<file path="config.mk">
export PLATFORM = sky130hd
export DESIGN_NAME = axibram_wr_arbiter_flat
export DESIGN_NICKNAME = d
export VERILOG_FILES = /design/src/rtl/axibram_wr_arbiter_pkg.sv /design/src/rtl/axibram_wr_arbiter_if.sv /design/src/rtl/axibram_wr_arbiter_port_reg.sv /design/src/rtl/axibram_wr_arbiter.sv /design/src/flat_wrapper.sv
export SDC_FILE = /design/constraint.sdc
export NUM_CORES = 1
export LEC_CHECK = 0
export BUFFER_PORTS_ARGS = -buffer_cell sky130_fd_sc_hd__buf_2
export CORE_ASPECT_RATIO = 0.7
export CORE_MARGIN = 3
export CORE_UTILIZATION = 44
export CTS_CLUSTER_SIZE = 14
export DETAILED_ROUTE_END_ITERATION = 8
export PLACE_DENSITY = 0.88
export SYNTH_ARGS = -nofsm -noshare
export SYNTH_HDL_FRONTEND = slang
export SYNTH_SLANG_ARGS = --single-unit
</file>
<file path="constraint.sdc">
create_clock -name aclk -period 1.8 [get_ports aclk]
set_clock_uncertainty 0.15 [all_clocks]
set_input_delay 0.09 -clock aclk [delete_from_list [all_inputs] [get_ports aclk]]
set_output_delay 0.09 -clock aclk [all_outputs]
set_load 0.03 [all_outputs]
</file>
<file path="src/rtl/axibram_wr_arbiter_pkg.sv">
// Shared types for the two-requester BRAM write arbiter: FSM encoding, requester ids, counter sizing.
// Pure declarations; no timing or flow-control behaviour of its own.
package axibram_arb_pkg;

    typedef enum logic [2:0] {
        ST_IDLE  = 3'd0,
        ST_OWN_A = 3'd1,
        ST_OWN_B = 3'd2,
        ST_SW_A  = 3'd3,
        ST_SW_B  = 3'd4
    } arb_state_t;

    localparam logic ARB_A = 1'b0;
    localparam logic ARB_B = 1'b1;

    // Quantum counter only ever needs to hold 0..QUANTUM-1.
    function automatic int qcnt_width(input int quantum);
        return (quantum <= 2) ? 1 : $clog2(quantum);
    endfunction

endpackage

</file>
<file path="src/rtl/axibram_wr_arbiter_if.sv">
// Bundle of both requester write channels, their grants/errors and the shared BRAM write port.
// master = requester/command side, slave = arbiter.
interface axibram_wr_arbiter_if #(
    parameter int ADDRESS_BITS = 10
);
    logic                    req_a;
    logic                    req_b;
    logic                    ready_a;
    logic                    ready_b;
    logic                    wen_a;
    logic                    wen_b;
    logic [ADDRESS_BITS-1:0] waddr_a;
    logic [ADDRESS_BITS-1:0] waddr_b;
    logic [3:0]              wstb_a;
    logic [3:0]              wstb_b;
    logic [31:0]             wdata_a;
    logic [31:0]             wdata_b;
    logic [ADDRESS_BITS-1:0] bram_waddr;
    logic                    bram_wen;
    logic [3:0]              bram_wstb;
    logic [31:0]             bram_wdata;
    logic                    err_a;
    logic                    err_b;
    logic                    clr_err;

    modport slave (
        input  req_a, req_b, wen_a, wen_b, waddr_a, waddr_b,
               wstb_a, wstb_b, wdata_a, wdata_b, clr_err,
        output ready_a, ready_b, bram_waddr, bram_wen, bram_wstb,
               bram_wdata, err_a, err_b
    );

    modport master (
        output req_a, req_b, wen_a, wen_b, waddr_a, waddr_b,
               wstb_a, wstb_b, wdata_a, wdata_b, clr_err,
        input  ready_a, ready_b, bram_waddr, bram_wen, bram_wstb,
               bram_wdata, err_a, err_b
    );

endinterface

</file>
<file path="src/rtl/axibram_wr_arbiter_port_reg.sv">
// Registered 2:1 BRAM write-port mux; the selected side's write appears on the port one cycle later.
// No backpressure: the unselected side's strobe is simply gated off here.
module axibram_wr_port_reg
    import axibram_arb_pkg::*;
#(
    parameter int ADDRESS_BITS = 10
) (
    input  logic                    aclk,
    input  logic                    aresetn,
    input  logic                    sel,
    input  logic                    wen_a,
    input  logic                    wen_b,
    input  logic [ADDRESS_BITS-1:0] waddr_a,
    input  logic [ADDRESS_BITS-1:0] waddr_b,
    input  logic [3:0]              wstb_a,
    input  logic [3:0]              wstb_b,
    input  logic [31:0]             wdata_a,
    input  logic [31:0]             wdata_b,
    output logic [ADDRESS_BITS-1:0] bram_waddr,
    output logic                    bram_wen,
    output logic [3:0]              bram_wstb,
    output logic [31:0]             bram_wdata
);

    logic wen_sel;
    assign wen_sel = (sel == ARB_A) ? wen_a : wen_b;

    always_ff @(posedge aclk or negedge aresetn) begin
        if (!aresetn) begin
            bram_wen   <= 1'b0;
            bram_waddr <= '0;
            bram_wstb  <= '0;
            bram_wdata <= '0;
        end else begin
            bram_wen <= wen_sel;
            if (wen_sel) begin
                bram_waddr <= (sel == ARB_A) ? waddr_a : waddr_b;
                bram_wstb  <= (sel == ARB_A) ? wstb_a  : wstb_b;
                bram_wdata <= (sel == ARB_A) ? wdata_a : wdata_b;
            end
        end
    end

endmodule

</file>
<file path="src/rtl/axibram_wr_arbiter.sv">
// Round-robin arbiter of one BRAM write port between two requesters, QUANTUM writes per turn.
// Grant = registered ready; write reaches port 1 cycle after wen; one handover cycle covers ready lag.
module axibram_wr_arbiter
    import axibram_arb_pkg::*;
#(
    parameter int ADDRESS_BITS = 10,
    parameter int QUANTUM      = 8
) (
    input  logic                  aclk,
    input  logic                  aresetn,
    axibram_wr_arbiter_if.slave   bus
);

    localparam int              QW   = qcnt_width(QUANTUM);
    localparam logic [QW-1:0]   QMAX = QW'(QUANTUM - 1);

    arb_state_t      state;
    arb_state_t      nxt;
    logic            sel;
    logic [QW-1:0]   qcnt;
    logic            ready_a_q;
    logic            ready_b_q;
    logic            err_a_q;
    logic            err_b_q;
    logic            wen_sel;

    assign wen_sel = (sel == ARB_A) ? bus.wen_a : bus.wen_b;

    always_comb begin
        nxt = state;
        case (state)
            ST_IDLE:  nxt = bus.req_a ? ST_OWN_A : (bus.req_b ? ST_OWN_B : ST_IDLE);
            ST_OWN_A: if (bus.req_b && (!bus.req_a || (qcnt == QMAX && bus.wen_a))) nxt = ST_SW_B;
            ST_OWN_B: if (bus.req_a && (!bus.req_b || (qcnt == QMAX && bus.wen_b))) nxt = ST_SW_A;
            ST_SW_A:  nxt = ST_OWN_A;
            ST_SW_B:  nxt = ST_OWN_B;
            default:  nxt = ST_IDLE;
        endcase
    end

    always_ff @(posedge aclk or negedge aresetn) begin
        if (!aresetn) begin
            state     <= ST_IDLE;
            sel       <= ARB_A;
            qcnt      <= '0;
            ready_a_q <= 1'b0;
            ready_b_q <= 1'b0;
            err_a_q   <= 1'b0;
            err_b_q   <= 1'b0;
        end else begin
            state     <= nxt;
            ready_a_q <= (nxt == ST_OWN_A);
            ready_b_q <= (nxt == ST_OWN_B);

            // sel only moves on entry to ownership, so a lagged write during SW_* still lands.
            if (nxt == ST_OWN_A && state != ST_OWN_A) begin
                sel  <= ARB_A;
                qcnt <= '0;
            end else if (nxt == ST_OWN_B && state != ST_OWN_B) begin
                sel  <= ARB_B;
                qcnt <= '0;
            end else if (wen_sel && qcnt != QMAX) begin
                qcnt <= qcnt + 1'b1;
            end

            if (bus.wen_a && sel != ARB_A) err_a_q <= 1'b1;
            else if (bus.clr_err)          err_a_q <= 1'b0;
            if (bus.wen_b && sel != ARB_B) err_b_q <= 1'b1;
            else if (bus.clr_err)          err_b_q <= 1'b0;
        end
    end

    assign bus.ready_a = ready_a_q;
    assign bus.ready_b = ready_b_q;
    assign bus.err_a   = err_a_q;
    assign bus.err_b   = err_b_q;

    axibram_wr_port_reg #(
        .ADDRESS_BITS (ADDRESS_BITS)
    ) u_port (
        .aclk       (aclk),
        .aresetn    (aresetn),
        .sel        (sel),
        .wen_a      (bus.wen_a),
        .wen_b      (bus.wen_b),
        .waddr_a    (bus.waddr_a),
        .waddr_b    (bus.waddr_b),
        .wstb_a     (bus.wstb_a),
        .wstb_b     (bus.wstb_b),
        .wdata_a    (bus.wdata_a),
        .wdata_b    (bus.wdata_b),
        .bram_waddr (bus.bram_waddr),
        .bram_wen   (bus.bram_wen),
        .bram_wstb  (bus.bram_wstb),
        .bram_wdata (bus.bram_wdata)
    );

endmodule

</file>
<file path="src/flat_wrapper.sv">
// flat-port wrapper written by rule: the top's interface ports become plain ports
module axibram_wr_arbiter_flat import axibram_arb_pkg::*;
#(
    parameter int ADDRESS_BITS = 10,
    parameter int QUANTUM      = 8
)
  (aclk, aresetn, bus_req_a, bus_req_b, bus_wen_a, bus_wen_b, bus_waddr_a, bus_waddr_b, bus_wstb_a, bus_wstb_b, bus_wdata_a, bus_wdata_b, bus_clr_err, bus_ready_a, bus_ready_b, bus_bram_waddr, bus_bram_wen, bus_bram_wstb, bus_bram_wdata, bus_err_a, bus_err_b);
  axibram_wr_arbiter_if #(.ADDRESS_BITS(ADDRESS_BITS)) bus_i ();
  input  logic aclk;
  input  logic aresetn;
  input wire logic [$bits(bus_i.req_a)-1:0] bus_req_a;
  input wire logic [$bits(bus_i.req_b)-1:0] bus_req_b;
  input wire logic [$bits(bus_i.wen_a)-1:0] bus_wen_a;
  input wire logic [$bits(bus_i.wen_b)-1:0] bus_wen_b;
  input wire logic [$bits(bus_i.waddr_a)-1:0] bus_waddr_a;
  input wire logic [$bits(bus_i.waddr_b)-1:0] bus_waddr_b;
  input wire logic [$bits(bus_i.wstb_a)-1:0] bus_wstb_a;
  input wire logic [$bits(bus_i.wstb_b)-1:0] bus_wstb_b;
  input wire logic [$bits(bus_i.wdata_a)-1:0] bus_wdata_a;
  input wire logic [$bits(bus_i.wdata_b)-1:0] bus_wdata_b;
  input wire logic [$bits(bus_i.clr_err)-1:0] bus_clr_err;
  output wire logic [$bits(bus_i.ready_a)-1:0] bus_ready_a;
  output wire logic [$bits(bus_i.ready_b)-1:0] bus_ready_b;
  output wire logic [$bits(bus_i.bram_waddr)-1:0] bus_bram_waddr;
  output wire logic [$bits(bus_i.bram_wen)-1:0] bus_bram_wen;
  output wire logic [$bits(bus_i.bram_wstb)-1:0] bus_bram_wstb;
  output wire logic [$bits(bus_i.bram_wdata)-1:0] bus_bram_wdata;
  output wire logic [$bits(bus_i.err_a)-1:0] bus_err_a;
  output wire logic [$bits(bus_i.err_b)-1:0] bus_err_b;
  assign bus_i.req_a = bus_req_a;
  assign bus_i.req_b = bus_req_b;
  assign bus_i.wen_a = bus_wen_a;
  assign bus_i.wen_b = bus_wen_b;
  assign bus_i.waddr_a = bus_waddr_a;
  assign bus_i.waddr_b = bus_waddr_b;
  assign bus_i.wstb_a = bus_wstb_a;
  assign bus_i.wstb_b = bus_wstb_b;
  assign bus_i.wdata_a = bus_wdata_a;
  assign bus_i.wdata_b = bus_wdata_b;
  assign bus_i.clr_err = bus_clr_err;
  assign bus_ready_a = bus_i.ready_a;
  assign bus_ready_b = bus_i.ready_b;
  assign bus_bram_waddr = bus_i.bram_waddr;
  assign bus_bram_wen = bus_i.bram_wen;
  assign bus_bram_wstb = bus_i.bram_wstb;
  assign bus_bram_wdata = bus_i.bram_wdata;
  assign bus_err_a = bus_i.err_a;
  assign bus_err_b = bus_i.err_b;
  axibram_wr_arbiter #(.ADDRESS_BITS(ADDRESS_BITS), .QUANTUM(QUANTUM)) u_core (.aclk(aclk), .aresetn(aresetn), .bus(bus_i));
endmodule
</file>
=== Yosys cells after proc, flatten, opt, wreduce, memory -nomap -nowiden ===
Cells that the tools add are included.
Widths: inputs -> output; s select.

* Bits in registers: 58
* Bits of input ports: 99
* Output and inout bits: 51
* Word-level logic and storage cells: 58

* Add/sub/neg operators: 1
* Equality and inequality tests: 10
* Muxes and demuxes: 17
* Bitwise gates (word level): 1
* Reduce and logical (&&, ||, !) cells: 18

{| class="wikitable"
|+ Operators by type and width
! operator !! number
|-
| $mux 32 || 1
|-
| $mux 3 || 6
|-
| $pmux 3 s5 || 1
|-
| $mux 10 || 1
|-
| $eq 3x2->1 const B || 3
|-
| $logic_and 1x1->1 || 9
|-
| $eq 3x1->1 const B || 2
|-
| $eq 3x3->1 const B || 2
|-
| $mux 1 || 6
|-
| $reduce_bool 2->1 || 3
|-
| $mux 4 || 1
|-
| $add 3x1->3 const B || 1
|-
| $logic_not 3->1 || 1
|-
| $ne 3x1->1 const B || 1
|-
| $ne 3x2->1 const B || 1
|-
| $ne 3x3->1 const B || 1
|-
| $reduce_bool 3->1 || 1
|-
| $logic_not 1->1 || 2
|-
| $logic_or 1x1->1 || 2
|-
| $mux 2 || 1
|-
| $not 1->1 || 1
|}

=== Logic depth before layout (Yosys ltp) ===
* Depth in word-level cells: 10
* Gate-level depth with buffers: 6
* Depth with buffers taken out: 6

=== Cells and area by module ===
From an unflattened synthesis, not the netlist that was laid out.

* Cells, all modules: 259
* Area, all modules: 3,298.2 um^2

{| class="wikitable"
|+ Modules (own cells, without submodules)
! module !! instances !! cells each !! area an instance (um^2) !! sequential area each (um^2)
|-
| axibram_wr_port_reg || 1 || 201 || 2,720.1 || 1,176.1
|-
| axibram_wr_arbiter || 1 || 58 || 578.1 || 275.3
|}

=== Worst setup path before layout ===
Ideal clock, no wire load.

* Kind: flip-flop to flip-flop
* Start: register u_core.qcnt[0]
* End: register u_core.state[0]
* Arrival time: 1.169 ns
* Data required time: 1.519 ns
* Setup slack: 0.350 ns
* Cell stages (with the launch flop): 7
* Path buffers: 0
* Cells stage by stage: dfrtp_1 > ha_1 > ha_1 > nand2_1 > a211o_1 > nand2_1 > a21oi_1

* Word-level cells in the longest chain between the ends: 6

{| class="wikitable"
|+ RTL lines
! element !! RTL line !! text
|-
| start, declared || axibram_wr_arbiter.sv:20 || <nowiki>logic [QW-1:0] qcnt;</nowiki>
|-
| start signal, assigned || axibram_wr_arbiter.sv:63 || <nowiki>qcnt <= qcnt + 1'b1;</nowiki>
|-
| $eq 3x3->1 (*) || axibram_wr_arbiter.sv:33, axibram_wr_arbiter.sv:34 ||
|-
| $logic_and 1x1->1 (on tied branches) || axibram_wr_arbiter.sv:34, axibram_wr_arbiter.sv:33 ||
|-
| $logic_or 1x1->1 (on tied branches) || axibram_wr_arbiter.sv:34, axibram_wr_arbiter.sv:33 ||
|-
| $logic_and 1x1->1 (on tied branches) || axibram_wr_arbiter.sv:34, axibram_wr_arbiter.sv:33 ||
|-
| $mux 3 (on tied branches) || axibram_wr_arbiter.sv:34, axibram_wr_arbiter.sv:33 ||
|-
| $pmux 3 s5 (*) || axibram_wr_arbiter.sv:31 || <nowiki>case (state)</nowiki>
|-
| named net u_core.nxt[0] || axibram_wr_arbiter.sv:18 || <nowiki>arb_state_t nxt;</nowiki>
|-
| end signal, assigned || axibram_wr_arbiter.sv:51 || <nowiki>state <= nxt;</nowiki>
|-
| end, declared || axibram_wr_arbiter.sv:17 || <nowiki>arb_state_t state;</nowiki>
|}

Mark *: on every way through the listed nets, which the timed path passes. The rest lies on a longest branch.
A chain may end at the register's enable or synchronous reset.

=== Worst setup path after layout ===
* Start: register u_core.sel
* End: register u_core.err_a_q, in the netlist u_core.bus.err_a

* Word-level cells in the longest chain between the ends: 2

{| class="wikitable"
|+ RTL lines
! element !! RTL line !! text
|-
| start, declared || axibram_wr_arbiter.sv:19 || <nowiki>logic sel;</nowiki>
|-
| start signal, assigned || axibram_wr_arbiter.sv:44 || <nowiki>sel <= ARB_A;</nowiki>
|-
| start signal, assigned || axibram_wr_arbiter.sv:57 || <nowiki>sel <= ARB_A;</nowiki>
|-
| start signal, assigned || axibram_wr_arbiter.sv:60 || <nowiki>sel <= ARB_B;</nowiki>
|-
| $logic_and 1x1->1 (*) || axibram_wr_arbiter.sv:66 || <nowiki>if (bus.wen_a && sel != ARB_A) err_a_q <= 1'b1;</nowiki>
|-
| $mux 1 / $reduce_bool 2->1 (equally long branches) || -- ||
|-
| end signal, assigned || axibram_wr_arbiter.sv:48 || <nowiki>err_a_q <= 1'b0;</nowiki>
|-
| end signal, assigned || axibram_wr_arbiter.sv:66 ||
|-
| end signal, assigned || axibram_wr_arbiter.sv:67 || <nowiki>else if (bus.clr_err) err_a_q <= 1'b0;</nowiki>
|-
| end, declared || axibram_wr_arbiter.sv:23 || <nowiki>logic err_a_q;</nowiki>
|}

Mark *: on every way between the ends. The rest lies on a longest branch, timed or not.

==> impl_metrics.toml <==
[die]
fp.dieArea_sq_um = 7125
die_h_um = 71.53
num_rows = 23
core_sq_um = 5842
die_x_um = 99.61
ios = 150
initial_utilization_pct = 46.20

[timing]
slew_headroom_pct = 79.09
finalCriticalPeriod_ns = 1.767
setup-tns-final_ns = 0
timing.final.crit_share_pct = 98.19
max_freq_ghz = 0.5658
rsz0062_at_grt = "false"
worst_pin_slew_ns = 0.3071
setup_violations = 0
drv_slew = 0
hold_viol = 0

[global_routing]
overflow = 0
grtUsageTotal_pct = 29.14
antenna_found_initial = 0
grt_pass1_wl_um = 15990
grt_pass1_vias = 3173
grt_max_degree = 50

[clocking]
clockRootBuffer = "clkbuf_8"
post_cts_buffers = 0
clock_path_buffers = 2
clkTransAtPathRegs_ns = 0.07
insertion_delay_ns = 0.33
cts_sinks = 58
htreeDepth = 3
cts_buffers = 9
tritoncts = "yes"

[power]
p_clk_share_pct = 14.4
ir_worst_vdd_mv = 0.8423
p_int_mw = 3.713
p_switching_mw = 3.188
seq_power_share_pct = 32.9
sw_frac_of_total_pct = 46.20
p_leak_nw = 2.337
pwr-share-comb_pct = 52.7
power_density_nw_per_um2 = 1474
finalPower_mw = 6.901

[detailed_routing]
wl_um = 9936
wl_met2_um = 4937
drt_iter0_drc = 111
wl_met3_um = 955
via_count = 2963
firstDrtPassIters = 4
antenna_left = 0
drt-wirelength-per-cell_um = 17.07
drt-met1-wl_um = 3690
top_layer = "met4"
drc = 0
vias_per_cell = 5.091

[setup_path]
cp_data_arrival_time_ns = 1.83
start_kind = "register"
reg2reg_to = "u_core.bus.err_a"
r2r_setup_slack_ns = 0.03
path_cells = "buf_12 > a22o_1 > dlygate4sd3_1"
crit-reg2reg-launch = "u_core.sel"
required_ns = 1.86
slowest_stage = "dlygate4sd3_1"
critPathMaxFanout = 40
crit_type = "reg2reg"
end_kind = "register"
slowest_delay_ns = 0.56
rr_worst_depth = 3

[logic_synthesis]
yosysTopAreaCellShare_pct = 53.78
yosysUniqueCellTypes = 25
ys_ff_latch = 58
syn_nets = 356
synth.cell_area_sq_um = 2699
yosys.area.top_type = "dfrtp_1"
postSynthAreaPerCell_sq_um = 10.58
yosysSeqAreaShare_pct = 53.78
synth-warning-count = 0
synthTopCellsByArea = "dfrtp_1 (54%), mux2i_1 (17%), nand2_1 (7.4%)"
syn_inst = 255

[worst_hold_path]
hp-class = "in2async"

[layout]
diodes = 0
layout_commonest_cell = "buf_2"
layout.nets = 604
final_cell_area_sq_um = 4683
mostFrequentLayoutCells = "buf_2 (149), dlygate4sd3_1 (96), dfrtp_1 (57), nand2_1 (53), mux2i_1 (44)"
finish.utilization_pct = 80.17
drive_gt1_share_pct = 34.52
areaGrowthSynthToFinish_pct = 73.53

[run_status]
outcome = "completed"

[job]
cap_violations = 0

[place]
gp_congestion = 0.9329
post_dp_cell_area_sq_um = 3506
port_buffers = 149
dpl.hpwl_um = 5056
==> worst max path at each step <==
stage | start | endpoint | slack [ns] | cells after the start
finish | u_core.sel | u_core.bus.err_a | 0.03 | 3
floorplan | u_core.qcnt[0] | u_core.state[0] | 0.35 | 6
CTS | u_core.sel | u_core.u_port.bram_wdata[4] | 0.03 | 4
detailed placement | u_core.qcnt[0] | u_core.state[0] | 0.22 | 6
global placement | u_core.qcnt[0] | u_core.qcnt[0] | 0.31 | 5
global route | u_core.sel | u_core.u_port.bram_wdata[7] | 0.006 | 4
==> routing by layer <==
layer	vias to the layer above	track usage [%]
met2	175	51.41
met5	-	0
met3	36	10.21
li1	1367	-
met1	1385	31.75
met4	0	13.33
==> what timing repair did <==
item	in CTS	in global routing
hold buffers	99	0
endpoints found under the hold margin	108	0
endpoints found under the setup margin	0	9
resized for setup	0	8
==> critical path: cells and delay by family (launching register included) <==
family                 cells  cell delay [ns]
buffers and inverters      2             0.79
AOI/OAI and AO/OA          1             0.24
DFF                        1             0.47
==> area by class of cell <==
cell class	count	area, sq um
repair buffers	254	1852
flip-flops and latches	58	1453
well taps	75	93.84
inverters	5	18.77
clock inverters	6	35.03
multi-input cells	175	1107
fillers	345	1159
clock buffers	9	123.9
==> power groups by stage <==
stage	combinational (mW)	sequential [mW]	clock [mW]
after global placement	3.17	2.23	0
after CTS	3.50	2.24	1.01
after floorplan	1.27	3.28	0
after global routing	3.88	2.34	1.07
final	3.64	2.27	0.992
after detailed placement	3.27	2.25	0
==> state kept, by name (all words and copies together), names as in the netlist, 3 cells and up <==
| signal | count |
|---|---|
| u_core.u_port.bram_wdata | 32 |
| u_core.u_port.bram_wstb | 4 |
| u_core.qcnt | 3 |
| u_core.u_port.bram_waddr | 10 |
| u_core.state | 3 |
==> synth_stat cells <==
library cell / instances
dfrtp_1: 58
nand2_1: 53
mux2i_1: 46
o21ai_0: 39
o21ai_1: 11
a21oi_1: 7
buf_6: 7
inv_1: 5
clkbuf_1: 4
buf_2: 3
nand2b_1: 3
nor2_1: 3
a22o_1: 2
buf_4: 2
ha_1: 2
a211o_1: 1
a221oi_1: 1
a31o_2: 1
clkbuf_2: 1
mux2i_4: 1
nor2b_1: 1
nor3_1: 1
o21a_1: 1
or3_1: 1
xnor2_1: 1
==> metrics by stage <==
stage                     hold WS, ns  setup WS, ns  instances
after CTS                     0.09683       0.02595        582
after detailed placement     -0.06956        0.2193        468
after floorplan               -0.3556        0.3498        255
after global routing           0.1202      0.006039        582
after global placement       -0.07117        0.3137        468
final                          0.1188       0.03261        582
==> kinds of logic after synthesis <==
kind of cell,share of synthesized area [%]
AO/OA/AOI/OAI,12.47
AND/OR/NAND/NOR,9.133
flip-flops,53.78
multiplexers,17.90
buffers and inverters,5.470
adder cells (fa/ha/maj),0.9271
XOR/XNOR,0.3246
No activity file was read; power rests on OpenSTA's default activity.
